### config.mk
export PLATFORM = sky130hd
export DESIGN_NAME = copy_csr_slave_flat
export DESIGN_NICKNAME = d
export VERILOG_FILES = /design/src/rtl/copy_csr_slave_if.sv /design/src/rtl/copy_csr_slave.sv /design/src/flat_wrapper.sv
export SDC_FILE = /design/constraint.sdc
export NUM_CORES = 1
export LEC_CHECK = 0
export CORE_MARGIN = 2
export CORE_UTILIZATION = 54
export DETAILED_ROUTE_END_ITERATION = 6
export DONT_BUFFER_PORTS = 1
export GPL_ROUTABILITY_DRIVEN = 0
export PLACE_DENSITY = 0.69
export SYNTH_ARGS = -nofsm -noshare
export SYNTH_HDL_FRONTEND = slang
export SYNTH_SLANG_ARGS = --single-unit
export TNS_END_PERCENT = 100
### constraint.sdc
create_clock -name clk -period 3.4 [get_ports clk]
set_input_delay 0.68 -clock clk [delete_from_list [all_inputs] [get_ports clk]]
set_output_delay 0.68 -clock clk [all_outputs]
set_load 0.01 [all_outputs]
### src/rtl/copy_csr_slave_if.sv
// Bundle for copy_csr_slave. It carries the Avalon-MM slave bus on the CPU side
// and the parameter/enable/copying handshake on the copy-master side.
interface copy_csr_slave_if;
  logic [3:0]  slave_address;
  logic        slave_read;
  logic        slave_write;
  logic [31:0] slave_writedata;
  logic [31:0] slave_readdata;
  logic        slave_waitrequest;
  logic [31:0] dest_addr;
  logic [31:0] src_addr;
  logic [31:0] num_words;
  logic        enable;
  logic        copying;

  // Register-file view: it receives the CPU bus and the copying flag
  modport slave (
    input  slave_address, slave_read, slave_write, slave_writedata, copying,
    output slave_readdata, slave_waitrequest, dest_addr, src_addr, num_words, enable
  );

  // CPU and copy-master view (the testbench side)
  modport master (
    output slave_address, slave_read, slave_write, slave_writedata, copying,
    input  slave_readdata, slave_waitrequest, dest_addr, src_addr, num_words, enable
  );
endinterface

### src/rtl/copy_csr_slave.sv
// CSR slave in front of the SDRAM word-copy master. The CPU programs DEST, SRC
// and NUM, then writes CTRL to start a copy. Reads of CTRL stall until the copy
// finishes. The block also reports status, error flags, the duration of the
// last copy and the number of completed copies.
module copy_csr_slave #(
  parameter int unsigned START_TIMEOUT = 16
) (
  input  logic             clk,
  input  logic             rst,
  copy_csr_slave_if.slave  bus
);

  typedef enum logic [1:0] {IDLE, LAUNCH, BUSY} state_t;

  localparam logic [31:0] TMO_LAST = 32'(START_TIMEOUT - 1);

  state_t      state_q, state_d;
  logic [31:0] dest_q, dest_d;
  logic [31:0] src_q, src_d;
  logic [31:0] num_q, num_d;
  logic [31:0] cycles_q, cycles_d;
  logic [31:0] count_q, count_d;
  logic [31:0] work_q, work_d;
  logic        zero_err_q, zero_err_d;
  logic        misalign_err_q, misalign_err_d;
  logic        timeout_err_q, timeout_err_d;

  logic        stall;
  logic        wr_acc;
  logic        start_wr;
  logic        start_ok;
  logic        launch_timeout;
  logic        copy_done;
  logic [31:0] work_inc;
  logic [31:0] status;

  // Decode bus accesses and FSM events shared by the processes below
  always_comb begin
    stall = 1'b0;
    if (state_q != IDLE) begin
      if ((bus.slave_read || bus.slave_write) && bus.slave_address == 4'd0)
        stall = 1'b1;
      else if (bus.slave_write && bus.slave_address >= 4'd1 && bus.slave_address <= 4'd3)
        stall = 1'b1;
    end
    wr_acc   = bus.slave_write && !stall;
    start_wr = (state_q == IDLE) && bus.slave_write && bus.slave_address == 4'd0;
    start_ok = start_wr && (num_q != '0) && (dest_q[1:0] == 2'b00) && (src_q[1:0] == 2'b00);
    // The working counter holds the number of LAUNCH cycles already spent, so it also serves as the start timeout counter
    launch_timeout = (state_q == LAUNCH) && !bus.copying && (work_q == TMO_LAST);
    copy_done      = (state_q == BUSY) && !bus.copying;
    work_inc       = (work_q == '1) ? work_q : work_q + 32'd1;
    status         = {28'd0, timeout_err_q, misalign_err_q, zero_err_q, (state_q != IDLE)};
  end

  // FSM state register
  always_ff @(posedge clk) begin
    if (rst) state_q <= IDLE;
    else     state_q <= state_d;
  end

  // FSM next-state logic. copying seen while idle is ignored.
  always_comb begin
    state_d = state_q;
    case (state_q)
      IDLE:    if (start_ok) state_d = LAUNCH;
      LAUNCH: begin
        if (bus.copying)         state_d = BUSY;
        else if (launch_timeout) state_d = IDLE;
      end
      BUSY:    if (!bus.copying) state_d = IDLE;
      default: state_d = IDLE;
    endcase
  end

  // FSM and register-file outputs to the bus and the copy master
  always_comb begin
    bus.enable            = (state_q == LAUNCH);
    bus.slave_waitrequest = stall;
    bus.dest_addr         = dest_q;
    bus.src_addr          = src_q;
    bus.num_words         = num_q;
    bus.slave_readdata    = '0;
    if (bus.slave_read && !stall) begin
      case (bus.slave_address)
        4'd1:    bus.slave_readdata = dest_q;
        4'd2:    bus.slave_readdata = src_q;
        4'd3:    bus.slave_readdata = num_q;
        4'd4:    bus.slave_readdata = status;
        4'd5:    bus.slave_readdata = cycles_q;
        4'd6:    bus.slave_readdata = count_q;
        default: bus.slave_readdata = '0;
      endcase
    end
  end

  // Next values for the register file, error flags and copy counters
  always_comb begin
    dest_d         = dest_q;
    src_d          = src_q;
    num_d          = num_q;
    cycles_d       = cycles_q;
    count_d        = count_q;
    work_d         = work_q;
    zero_err_d     = zero_err_q;
    misalign_err_d = misalign_err_q;
    timeout_err_d  = timeout_err_q;

    if (wr_acc) begin
      case (bus.slave_address)
        4'd1:    dest_d = bus.slave_writedata;
        4'd2:    src_d  = bus.slave_writedata;
        4'd3:    num_d  = bus.slave_writedata;
        default: ;
      endcase
    end

    if (start_wr) begin
      zero_err_d     = 1'b0;
      misalign_err_d = 1'b0;
      timeout_err_d  = 1'b0;
      if (num_q == '0)
        zero_err_d = 1'b1;
      else if (dest_q[1:0] != 2'b00 || src_q[1:0] != 2'b00)
        misalign_err_d = 1'b1;
      else
        work_d = '0;
    end

    if (state_q != IDLE) work_d = work_inc;

    if (launch_timeout) timeout_err_d = 1'b1;

    if (copy_done) begin
      count_d  = count_q + 32'd1;
      cycles_d = work_inc;
    end
  end

  // Register-file and counter state
  always_ff @(posedge clk) begin
    if (rst) begin
      dest_q         <= '0;
      src_q          <= '0;
      num_q          <= '0;
      cycles_q       <= '0;
      count_q        <= '0;
      work_q         <= '0;
      zero_err_q     <= 1'b0;
      misalign_err_q <= 1'b0;
      timeout_err_q  <= 1'b0;
    end else begin
      dest_q         <= dest_d;
      src_q          <= src_d;
      num_q          <= num_d;
      cycles_q       <= cycles_d;
      count_q        <= count_d;
      work_q         <= work_d;
      zero_err_q     <= zero_err_d;
      misalign_err_q <= misalign_err_d;
      timeout_err_q  <= timeout_err_d;
    end
  end

endmodule

### src/flat_wrapper.sv
// flat-port wrapper written by rule: the top's interface ports become plain ports
module copy_csr_slave_flat 
#(
  parameter int unsigned START_TIMEOUT = 16
)
  (clk, rst, bus_slave_address, bus_slave_read, bus_slave_write, bus_slave_writedata, bus_copying, bus_slave_readdata, bus_slave_waitrequest, bus_dest_addr, bus_src_addr, bus_num_words, bus_enable);
  copy_csr_slave_if bus_i ();
  input  logic clk;
  input  logic rst;
  input wire logic [$bits(bus_i.slave_address)-1:0] bus_slave_address;
  input wire logic [$bits(bus_i.slave_read)-1:0] bus_slave_read;
  input wire logic [$bits(bus_i.slave_write)-1:0] bus_slave_write;
  input wire logic [$bits(bus_i.slave_writedata)-1:0] bus_slave_writedata;
  input wire logic [$bits(bus_i.copying)-1:0] bus_copying;
  output wire logic [$bits(bus_i.slave_readdata)-1:0] bus_slave_readdata;
  output wire logic [$bits(bus_i.slave_waitrequest)-1:0] bus_slave_waitrequest;
  output wire logic [$bits(bus_i.dest_addr)-1:0] bus_dest_addr;
  output wire logic [$bits(bus_i.src_addr)-1:0] bus_src_addr;
  output wire logic [$bits(bus_i.num_words)-1:0] bus_num_words;
  output wire logic [$bits(bus_i.enable)-1:0] bus_enable;
  assign bus_i.slave_address = bus_slave_address;
  assign bus_i.slave_read = bus_slave_read;
  assign bus_i.slave_write = bus_slave_write;
  assign bus_i.slave_writedata = bus_slave_writedata;
  assign bus_i.copying = bus_copying;
  assign bus_slave_readdata = bus_i.slave_readdata;
  assign bus_slave_waitrequest = bus_i.slave_waitrequest;
  assign bus_dest_addr = bus_i.dest_addr;
  assign bus_src_addr = bus_i.src_addr;
  assign bus_num_words = bus_i.num_words;
  assign bus_enable = bus_i.enable;
  copy_csr_slave #(.START_TIMEOUT(START_TIMEOUT)) u_core (.clk(clk), .rst(rst), .bus(bus_i));
endmodule
Word level (Yosys, flattened, before mapping)
Index checks and enable logic that the tools add are counted.
{"block": "totals", "regBits": 197, "latchBits": 0, "ramBits": 0, "rom_bits": 0, "in_bits": 41, "out_inout_bits": 130, "elab_cells": 82, "n_memories": 0}
{"block": "classes", "addsub": 2, "mul": 0, "n_div": 0, "order_cmp": 2, "n_eq_ne": 15, "shifts": 0, "muxes": 20, "n_bitwise": 0, "n_reduce_logical": 33}
{"op": "two-way mux 32 bit", "n": 6}
{"op": "case mux 32 bit (6 select lines)", "n": 1}
{"op": "adder 32 x 1 -> 32 bit, second input constant", "n": 2}
{"op": "== test 32 bit, second input constant", "n": 1}
{"op": "== test 32 x 4 -> 1 bit, second input constant", "n": 1}
{"op": "logical NOT 32 bit", "n": 1}
{"op": "nonzero test 32 bit", "n": 1}
{"op": "logical AND 1 bit", "n": 13}
{"op": "== test 4 x 3 -> 1 bit, second input constant", "n": 3}
{"op": "nonzero test 2 bit", "n": 5}
{"op": "== test 4 x 2 -> 1 bit, second input constant", "n": 2}
{"op": "two-way mux 1 bit", "n": 8}
{"op": "two-way mux 2 bit", "n": 4}
{"op": "logical NOT 2 bit", "n": 3}
{"op": "inequality test 2 x 1 -> 1 bit, second input constant", "n": 3}
{"op": "case mux 2 bit (3 select lines)", "n": 1}
{"op": "AND reduction 2 bit", "n": 3}
{"op": "AND reduction 3 bit", "n": 2}
{"op": "== test 4 x 1 -> 1 bit, second input constant", "n": 1}
{"op": "greater-or-equal comparator 4 x 1 -> 1 bit, second input constant", "n": 1}
{"op": "less-or-equal comparator 4 x 2 -> 1 bit, second input constant", "n": 1}
{"op": "logical NOT 4 bit", "n": 1}
{"op": "inequality test 3 x 2 -> 1 bit, second input constant", "n": 1}
{"op": "== test 2 x 1 -> 1 bit, second input constant", "n": 1}
{"op": "4 further kinds", "n": 6}

Logic depth before layout (Yosys ltp)
Gate-level depths: netlist of run 1.
{"block": "logic_depth", "word_depth": 9, "depth_mapped": 9, "ltp_nobuf": 7}

Worst setup path before layout of run 1
OpenSTA, ideal clock, no wires.
{"block": "synth_timing", "path_type": "input-to-output", "from": "input port bus_slave_address[2]", "to": "output port bus_slave_readdata[14]", "arrival_time_ns": 2.232, "required_time_ns": 2.720, "slack_ns": 0.488, "cell_stages": 6, "path_buffers": 3, "cell_sequence": "clkbuf_1 nor4_1 or4b_2 clkbuf_1 buf_2 a31oi_1"}
{"block": "synth_via", "elab_chain_cells": 9, "word_cells_on_any_way": 19, "classes_between": "order compare: 2; eq/ne: 6; mux: 5; reduce/logical: 6"}
{"element": "from (decl)", "line_no": "flat_wrapper.sv:10", "rtl": "input wire logic [$bits(bus_i.slave_address)-1:0] bus_slave_address;"}
{"element": "greater-or-equal comparator 4 x 1 -> 1 bit", "line_no": "copy_csr_slave.sv:43", "rtl": "else if (bus.slave_write && bus.slave_address >= 4'd1 && bus.slave_address <= 4'd3)"}
{"element": "logical AND 1 bit (2 in series)", "line_no": "copy_csr_slave.sv:43"}
{"element": "two-way mux 1 bit", "line_no": "copy_csr_slave.sv:43"}
{"element": "two-way mux 1 bit *", "line_no": "copy_csr_slave.sv:41", "rtl": "if ((bus.slave_read || bus.slave_write) && bus.slave_address == 4'd0)"}
{"element": "two-way mux 1 bit *", "line_no": "copy_csr_slave.sv:40", "rtl": "if (state_q != IDLE) begin"}
{"element": "net bus_slave_waitrequest", "line_no": "flat_wrapper.sv:16", "rtl": "output wire logic [$bits(bus_i.slave_waitrequest)-1:0] bus_slave_waitrequest;"}
{"element": "logical NOT 1 bit *", "line_no": "copy_csr_slave.sv:84", "rtl": "if (bus.slave_read && !stall) begin"}
{"element": "logical AND 1 bit *", "line_no": "copy_csr_slave.sv:84"}
{"element": "two-way mux 32 bit *", "line_no": "copy_csr_slave.sv:84"}
{"element": "to (decl)", "line_no": "flat_wrapper.sv:15", "rtl": "output wire logic [$bits(bus_i.slave_readdata)-1:0] bus_slave_readdata;"}
The timed path passes the listed nets; every way through them passes the cells marked *.

Final worst setup path of run 1
{"block": "layout_timing", "from": "register u_core.state_q[1]", "to": "output port bus_slave_readdata[19]"}
{"block": "layout_via", "elab_chain_cells": 5}
{"element": "from (decl)", "line_no": "copy_csr_slave.sv:17", "rtl": "state_t state_q, state_d;"}
{"element": "from (signal assigned)", "line_no": "copy_csr_slave.sv:59", "rtl": "else state_q <= state_d;"}
{"element": "nonzero test 2 bit", "line_no": "copy_csr_slave.sv:40"}
{"element": "two-way mux 1 bit", "line_no": "copy_csr_slave.sv:40"}
{"element": "logical NOT 1 bit", "line_no": "copy_csr_slave.sv:84"}
{"element": "logical AND 1 bit", "line_no": "copy_csr_slave.sv:84"}
{"element": "two-way mux 32 bit", "line_no": "copy_csr_slave.sv:84"}
Every way passes these cells.

==> results.sh, run 1 <==
export IMPL_outcome="finished with violations"
export IMPL_failed_checks="DRC"
export IMPL_grt_overflow=0
export IMPL_cts_root_buffer="clkbuf_16"
export IMPL_vdd_ir_drop_max_uv=407
export IMPL_worst_setup_path_type="flop to primary output"
export IMPL_p_leak_uw=0.00301
export IMPL_register_area_share_after_synthesis_pct=42.2
export IMPL_setup_violations_final=0
export IMPL_timing_worst_slew_pin_value_ns=0.761
export IMPL_synth_yosys_warnings=0
export IMPL_cts_hold_fix_buffers=0
export IMPL_finish_instance_area_um2=10000
export IMPL_placement_cell_area_um2=9430
export IMPL_synth_top_cell_area_share_pct=42.2
export IMPL_crit_reg2reg_launch="u_core.bus.num_words[25]$_SDFFE_PP0P_"
export IMPL_finalPower_uw=4490
export IMPL_detail_route_antenna_nets=0
export IMPL_nFillCells=1605
export IMPL_synth_simple_area_share_pct=25.9
export IMPL_global_route_usage_met2_pct=47.1
export IMPL_min_delay_path_class="input port to flop"
export IMPL_worst_clock_skew_ns=0.0146
export IMPL_worstSetupStartpoint="u_core.state_q[1]$_SDFFE_PP0P_"
export IMPL_post_route_period_util_pct=94.0
export IMPL_final_count_of_hold_timing_violations=0
export IMPL_finalWirelength_mm=28.4
export IMPL_cts_max_path_buffers=2
export IMPL_port_buffer_count=0
export IMPL_placeableCoreArea_um2=17100
export IMPL_grt_busiest_layer="met2"
export IMPL_share_of_cell_area_taken_by_muxes_after_synthesis_pct=0.120
export IMPL_grtUsageMet1_pct=41.5
export IMPL_die_area_um2=18400
export IMPL_post_synth_fa_ha_maj_area_fraction_pct=0.268
export IMPL_all_layer_gr_usage_pct=30.3
export IMPL_synth_edf_count=0
export IMPL_rsz0062_at_grt="false"
export IMPL_mapped_nets=1238
export IMPL_synthXorXnorAreaFrac_pct=5.43
export IMPL_synth_seq_cells=197
export IMPL_critPathLaunchType="flop"
export IMPL_cp_arrival_ns=2.52
export IMPL_avgSynthCellArea_um2=7.82
export IMPL_detailed_place_hpwl_mm=19.2
export IMPL_worstSkewPairLatency_ns=0.44
export IMPL_worstHoldStart="rst"
export IMPL_initial_utilization_pct=54.6
export IMPL_drt_wirelength_per_cell_um=20.7
export IMPL_grt_start_max_net_pins=175
export IMPL_netlist_area_um2=9350
export IMPL_first_iter_violations=785
export IMPL_design_portCount=171
export IMPL_final_setup_tns_ns=0
export IMPL_r2r_slack_ns=0.67
export IMPL_use_met3_pct=5.91
export IMPL_flow_area_growth_from_synthesis_pct=7.15
export IMPL_timing_critical_path_required_ns=2.72
export IMPL_layout_commonest_cell="nand2_1"
export IMPL_yosys_top_cells_area="dfxtp_1 42%, nand2_1 9.9%, a21oi_1 7.5%, a22oi_1 4.3%, nor2_1 3.9%"
export IMPL_post_cts_resized=0
export IMPL_slew_headroom_pct=48.8
export IMPL_drtPass1Iterations=7
export IMPL_yosys_most_used_dff="dfxtp_1"
export IMPL_final_util_pct=58.5
export IMPL_nNetsFinal=1180
export IMPL_min_period_ns=3.20
export IMPL_p_per_area_nw_per_um2=448
export IMPL_fraction_of_the_mapped_netlist_area_in_compound_gates_pct=21.0
export IMPL_drc_errors=7
export IMPL_detailroute_via_count=8560
export IMPL_antenna_found_initial=0
export IMPL_cts_clk_slew_worst_paths_ns=0.07
export IMPL_max_cap_violations=0
export IMPL_synth_top_family_by_area="simple AND/OR/NAND/NOR gates"
export IMPL_clock_sink_count=197
export IMPL_post_synth_inst_count=1195
export IMPL_cts_inserted_buffers=17
export IMPL_layout_drive_gt1_share_pct=7.22
export IMPL_end_kind="primary output"
export IMPL_row_count=48
export IMPL_die_width_um=136
export IMPL_async_flop_share_pct=0
export IMPL_clock_fmax_mhz=313
export IMPL_report_final_slew_viol_count=0
export IMPL_insertedDiodeCount=0
export IMPL_post_synth_num_cell_types=55
export IMPL_first_global_vias=7624
export IMPL_grt_pass1_wl_mm=43.3
export IMPL_postCtsSetupBuffers=0
export IMPL_final_hold_worst_slack_ns=0.308
export IMPL_netlist_top_cell_by_area="dfxtp_1"
export IMPL_post_drt_via_cell_ratio=6.23
export IMPL_tritoncts="built"
export IMPL_crit_path_max_fanout=32
export IMPL_clock_tree_htree_level_count=4
export IMPL_layout_common_cells="247 x nand2_1, 197 x dfxtp_1, 140 x a21oi_1"
export IMPL_die_height_um=136
[critical path, cell delays in order (launching register included)]
cell	delay, ns
dfxtp_1	0.37
nor2_2	0.16
nor4_1	0.08
or4b_2	1.01
a31oi_1	0.45
[power by group]
group	leakage (uW)	total, uW	switching, uW	internal, uW
clock network	0.000282	2030	982	1050
registers	0.00159	2350	26.0	2320
logic	0.00114	112	79.8	32.5
total	0.00301	4490	1090	3400
[metal layers]
| metal | up-vias | part of all wire, % |
|---|---|---|
| met3 | 53 | 8.7 |
| li1 | 4121 | - |
| met1 | 4017 | 43 |
| met2 | 369 | 46 |
| met5 | - | 0 |
| met4 | 0 | 2.7 |
[Yosys cell counts, types with 6 or more instances]
cell type  instances
nand2b_1          10
a211oi_1          26
nand3_1           26
clkbuf_1          83
and4_1             6
and2_1             6
nor3_1            13
o21ai_0           28
xor2_1            26
a31oi_1           39
inv_1             17
a22oi_1           53
nand4_1           29
a21oi_1          140
dfxtp_1          197
nor2_1            97
a222oi_1          12
nor4_1            19
xnor2_1           32
or3_1             10
buf_2              7
and3_1            16
nand2_1          247
[final cells by class]
cell class	instances	area, um^2	area share (%)
sequential	197	3940	39.4
multi-input combinational	882	4960	49.5
clock buffer	18	429	4.28
tap	225	282	2.81
clock inverter	14	161	1.61
timing repair buffer	22	178	1.77
inverter	17	63.8	0.637
[state kept, by name, indices dropped and copies added (netlist names)]
name	count
u_core.bus.dest_addr	32
u_core.bus.num_words	32
u_core.bus.src_addr	32
u_core.count_q	32
u_core.cycles_q	32
u_core.work_q	32
u_core.state_q	2
u_core.misalign_err_q	1
u_core.timeout_err_q	1
u_core.zero_err_q	1
[per-stage QoR]
step / instances / setup slack (ns)
finish: 1375 / 0.204
global route: 1375 / 0.0984
CTS: 1375 / 0.208
detailed placement: 1343 / 0.287
global placement: 1343 / 0.356
floorplan: 1195 / 0.488
[final timing paths]
| kind | endpoint | depth (start not counted) |
|---|---|---|
| min | u_core.work_q[4]$_SDFFE_PP0P_ | 1 |
| min reg2reg | u_core.cycles_q[0]$_SDFFE_PP0P_ | 2 |
| max reg2reg | u_core.work_q[18]$_SDFFE_PP0P_ | 6 |
| max | bus_slave_readdata[19] | 4 |
[cells by family after synthesis]
group / Yosys count
mux: 1
fa+ha+maj: 2
simple gates: 505
buf+inv: 116
compound gates: 316
flops: 197
xor+xnor: 58
Power figures use the tool's default switching activity.
==> run 2: changes to the inputs <==
--- a/config.mk
+++ b/config.mk
@@ -5,8 +5,10 @@
 export SDC_FILE = /design/constraint.sdc
 export NUM_CORES = 1
 export LEC_CHECK = 0
+export ABC_AREA = 1
 export CORE_MARGIN = 2
 export CORE_UTILIZATION = 54
+export CTS_CLUSTER_DIAMETER = 150
 export DETAILED_ROUTE_END_ITERATION = 6
 export DONT_BUFFER_PORTS = 1
 export GPL_ROUTABILITY_DRIVEN = 0
==> run 2 against run 1 <==
  * The run now ends clean
  * Clock-buffer cell count stayed put
  * Critical endpoint is now bus_slave_readdata[3]
  * Largest cell class unchanged
  * Die area is 9.0% higher
  * Fmax is 9.1% higher
  * First-iteration DRC count is 12% lower
  * Synthesized cell count is 35% higher
  * Global-route usage is 1.8 points higher
  * Clock skew hardly changed
  * Worst hold slack better by 0.037 ns
==> results.sh, run 2 <==
export IMPL_p_per_area_nw_per_um2=426
export IMPL_outcome="completed"
export IMPL_vdd_ir_drop_max_uv=362
export IMPL_die_width_um=142
export IMPL_synth_seq_cells=197
export IMPL_end_kind="primary output"
export IMPL_yosys_top_cells_area="dfxtp_1 39%, nor2_1 13%, nand2_1 13%, o21ai_0 7.1%, a21oi_1 5.6%"
export IMPL_placement_cell_area_um2=10500
export IMPL_post_synth_inst_count=1614
export IMPL_synth_top_cell_area_share_pct=38.6
export IMPL_cts_inserted_buffers=17
export IMPL_post_cts_resized=0
export IMPL_cts_max_path_buffers=2
export IMPL_layout_drive_gt1_share_pct=7.04
export IMPL_drtPass1Iterations=5
export IMPL_reg2reg_depth=9
export IMPL_mapped_nets=1657
export IMPL_internal_power_uw=3580
export IMPL_avgSynthCellArea_um2=6.33
export IMPL_initial_utilization_pct=54.8
export IMPL_detail_route_antenna_nets=0
export IMPL_design_portCount=171
export IMPL_die_area_um2=20000
export IMPL_seq_area_um2=3940
export IMPL_min_delay_path_class="input port to flop"
export IMPL_grt_overflow=0
export IMPL_place_inst=1808
export IMPL_timing_worst_slew_pin_value_ns=0.645
export IMPL_post_synth_top_count_cell="nor2_1"
export IMPL_detailed_place_hpwl_mm=23.3
export IMPL_all_layer_gr_usage_pct=32.1
export IMPL_rsz0062_at_grt="false"
export IMPL_layout_cells_non_filler=1840
export IMPL_postCtsSetupBuffers=0
export IMPL_placeableCoreArea_um2=18600
export IMPL_max_cap_violations=0
export IMPL_flow_area_growth_from_synthesis_pct=8.79
export IMPL_layout_common_cells="359 x nor2_1, 346 x nand2_1, 197 x dfxtp_1"
export IMPL_setup_ws_ns=0.470
export IMPL_cts_clk_slew_worst_paths_ns=0.08
export IMPL_worstSetupStartpoint="bus_slave_address[3]"
export IMPL_final_setup_tns_ns=0
export IMPL_p_leak_uw=0.00438
export IMPL_clock_fmax_mhz=341
export IMPL_cts_root_buffer="clkbuf_16"
export IMPL_first_global_vias=9630
export IMPL_post_route_period_util_pct=86.2
export IMPL_comb_power_share_pct=3.4
export IMPL_critPathLaunchType="input port"
export IMPL_cts_hold_fix_buffers=0
export IMPL_drc_errors=0
export IMPL_timing_critical_path_required_ns=2.72
export IMPL_first_iter_violations=690
export IMPL_setup_violations_final=0
export IMPL_nFillCells=1853
export IMPL_slew_headroom_pct=56.9
export IMPL_finalWirelength_mm=32.2
export IMPL_grt_pass1_wl_mm=50.9
export IMPL_synth_cells_most_frequent="359 x nor2_1, 346 x nand2_1, 197 x dfxtp_1"
export IMPL_async_flop_share_pct=0
export IMPL_finalPower_uw=4740
export IMPL_clock_sink_count=197
export IMPL_register_area_share_after_synthesis_pct=38.6
export IMPL_drt_wirelength_per_cell_um=17.5
export IMPL_synth_edf_count=0
export IMPL_report_final_slew_viol_count=0
export IMPL_yosys_most_used_dff="dfxtp_1"
export IMPL_p_sw_share_pct=24.4
export IMPL_final_count_of_hold_timing_violations=0
export IMPL_timing_critical_path_to="bus_slave_readdata[3]"
export IMPL_layout_commonest_cell="nor2_1"
export IMPL_worstSkewPairLatency_ns=0.44
export IMPL_crit_reg2reg_launch="u_core.work_q[0]$_SDFFE_PP0P_"
export IMPL_post_drt_via_cell_ratio=5.67
export IMPL_synth_yosys_warnings=0
export IMPL_min_period_ns=2.93
export IMPL_die_height_um=142
export IMPL_antenna_found_initial=0
export IMPL_clock_tree_htree_level_count=4
export IMPL_nNetsFinal=1636
export IMPL_netlist_top_cell_by_area="dfxtp_1"
export IMPL_netlist_area_um2=10200
export IMPL_crit_path_max_fanout=32
export IMPL_r2r_slack_ns=1.04
export IMPL_power_share_sequential_pct=50.2
export IMPL_power_clock_fraction_pct=46.4
export IMPL_critical_path_reg2reg_endpoint="u_core.work_q[14]$_SDFFE_PP0P_"
export IMPL_switching_pwr_uw=1160
export IMPL_post_synth_num_cell_types=33
export IMPL_finish_instance_area_um2=11100
export IMPL_port_buffer_count=0
export IMPL_insertedDiodeCount=0
export IMPL_grt_start_max_net_pins=77
export IMPL_row_count=50
export IMPL_detailroute_via_count=10400
export IMPL_multi_input_gate_area_um2=5400
export IMPL_cp_arrival_ns=2.25
export IMPL_tritoncts="built"
export IMPL_pre_cts_slack_ns=0.558
export IMPL_worst_setup_path_type="input port to primary output"
export IMPL_worst_clock_skew_ns=0.0143
-- run 2: cell count changes after synthesis, moves of 53 or more --
cell	change
nor2_1	+262
nand3_1	+80
nand2_1	+99
a22oi_1	-53
inv_1	+117
o21ai_0	+117
-- run 2: worst min path at each step --
stage | cells after the start | slack (ns) | from | to
3_3_place_gp | 2 | 0.45 | u_core.timeout_err_q$_SDFFE_PP0P_ | u_core.timeout_err_q$_SDFFE_PP0P_
5_1_grt | 1 | 0.30 | rst | u_core.work_q[4]$_SDFFE_PP0P_
6_report | 1 | 0.34 | rst | u_core.count_q[16]$_SDFFE_PP0P_
2_1_floorplan | 2 | 0.43 | u_core.zero_err_q$_SDFFE_PP0P_ | u_core.zero_err_q$_SDFFE_PP0P_
3_5_place_dp | 2 | 0.46 | u_core.misalign_err_q$_SDFFE_PP0P_ | u_core.misalign_err_q$_SDFFE_PP0P_
4_1_cts | 1 | 0.30 | rst | u_core.work_q[7]$_SDFFE_PP0P_
-- run 2: logic make-up (layout without fill, tap and decap cells) --
group | count (synthesis) | in the layout | share of synthesized area [%]
xor gates and xnor gates | 10 | 10 | 0.857
AOI/OAI and AO/OA | 332 | 332 | 17.1
adders and majority gates | 2 | 2 | 0.245
DFF | 197 | 197 | 38.6
and+or+nand+nor | 854 | 854 | 34.6
buffers and inverters | 219 | 211 | 8.60
-- run 2: power groups by stage --
| stage | clock network, uW | logic, uW | registers [uW] |
|---|---|---|---|
| final | 2200 | 160 | 2380 |
| after floorplan | 0 | 127 | 2420 |
| after global placement | 0 | 154 | 2430 |
| after global routing | 2310 | 178 | 2380 |
| after CTS | 2220 | 158 | 2370 |
| after detailed placement | 0 | 157 | 2430 |
-- run 2: layer usage --
metal  vias up  part of all wire, %  GRT usage [%]
li1       5167                    -              -
met1      4745                   42           41.5
met2       470                   46           53.5
met3        44                   10           7.53
met4         0                  2.1           9.53
met5         -                    0              0
-- run 2: cell type report --
type / instances / area share [%]
flip-flops and latches: 197 / 35.5
clock inverters: 14 / 1.94
repair buffers: 40 / 2.81
inverters: 139 / 4.69
clock buffers: 18 / 3.86
well taps: 234 / 2.63
multi-input cells: 1198 / 48.6
-- run 2: critical path, cell delays in order --
cell and delay (ns):
nor2_1 0.27, nand3_1 0.19, inv_2 0.50, nand2_1 0.10
nand2_1 0.08, nor2_1 0.05, a31oi_1 0.18, buf_4 0.17
-- run 2: stage by stage --
step | utilization (%) | hold slack [ns]
2_1_floorplan | - | 0.434
3_3_place_gp | 56.2 | 0.450
6_report | 59.6 | 0.345
4_1_cts | 59.6 | 0.297
5_1_grt | 59.6 | 0.299
3_5_place_dp | 56.2 | 0.459
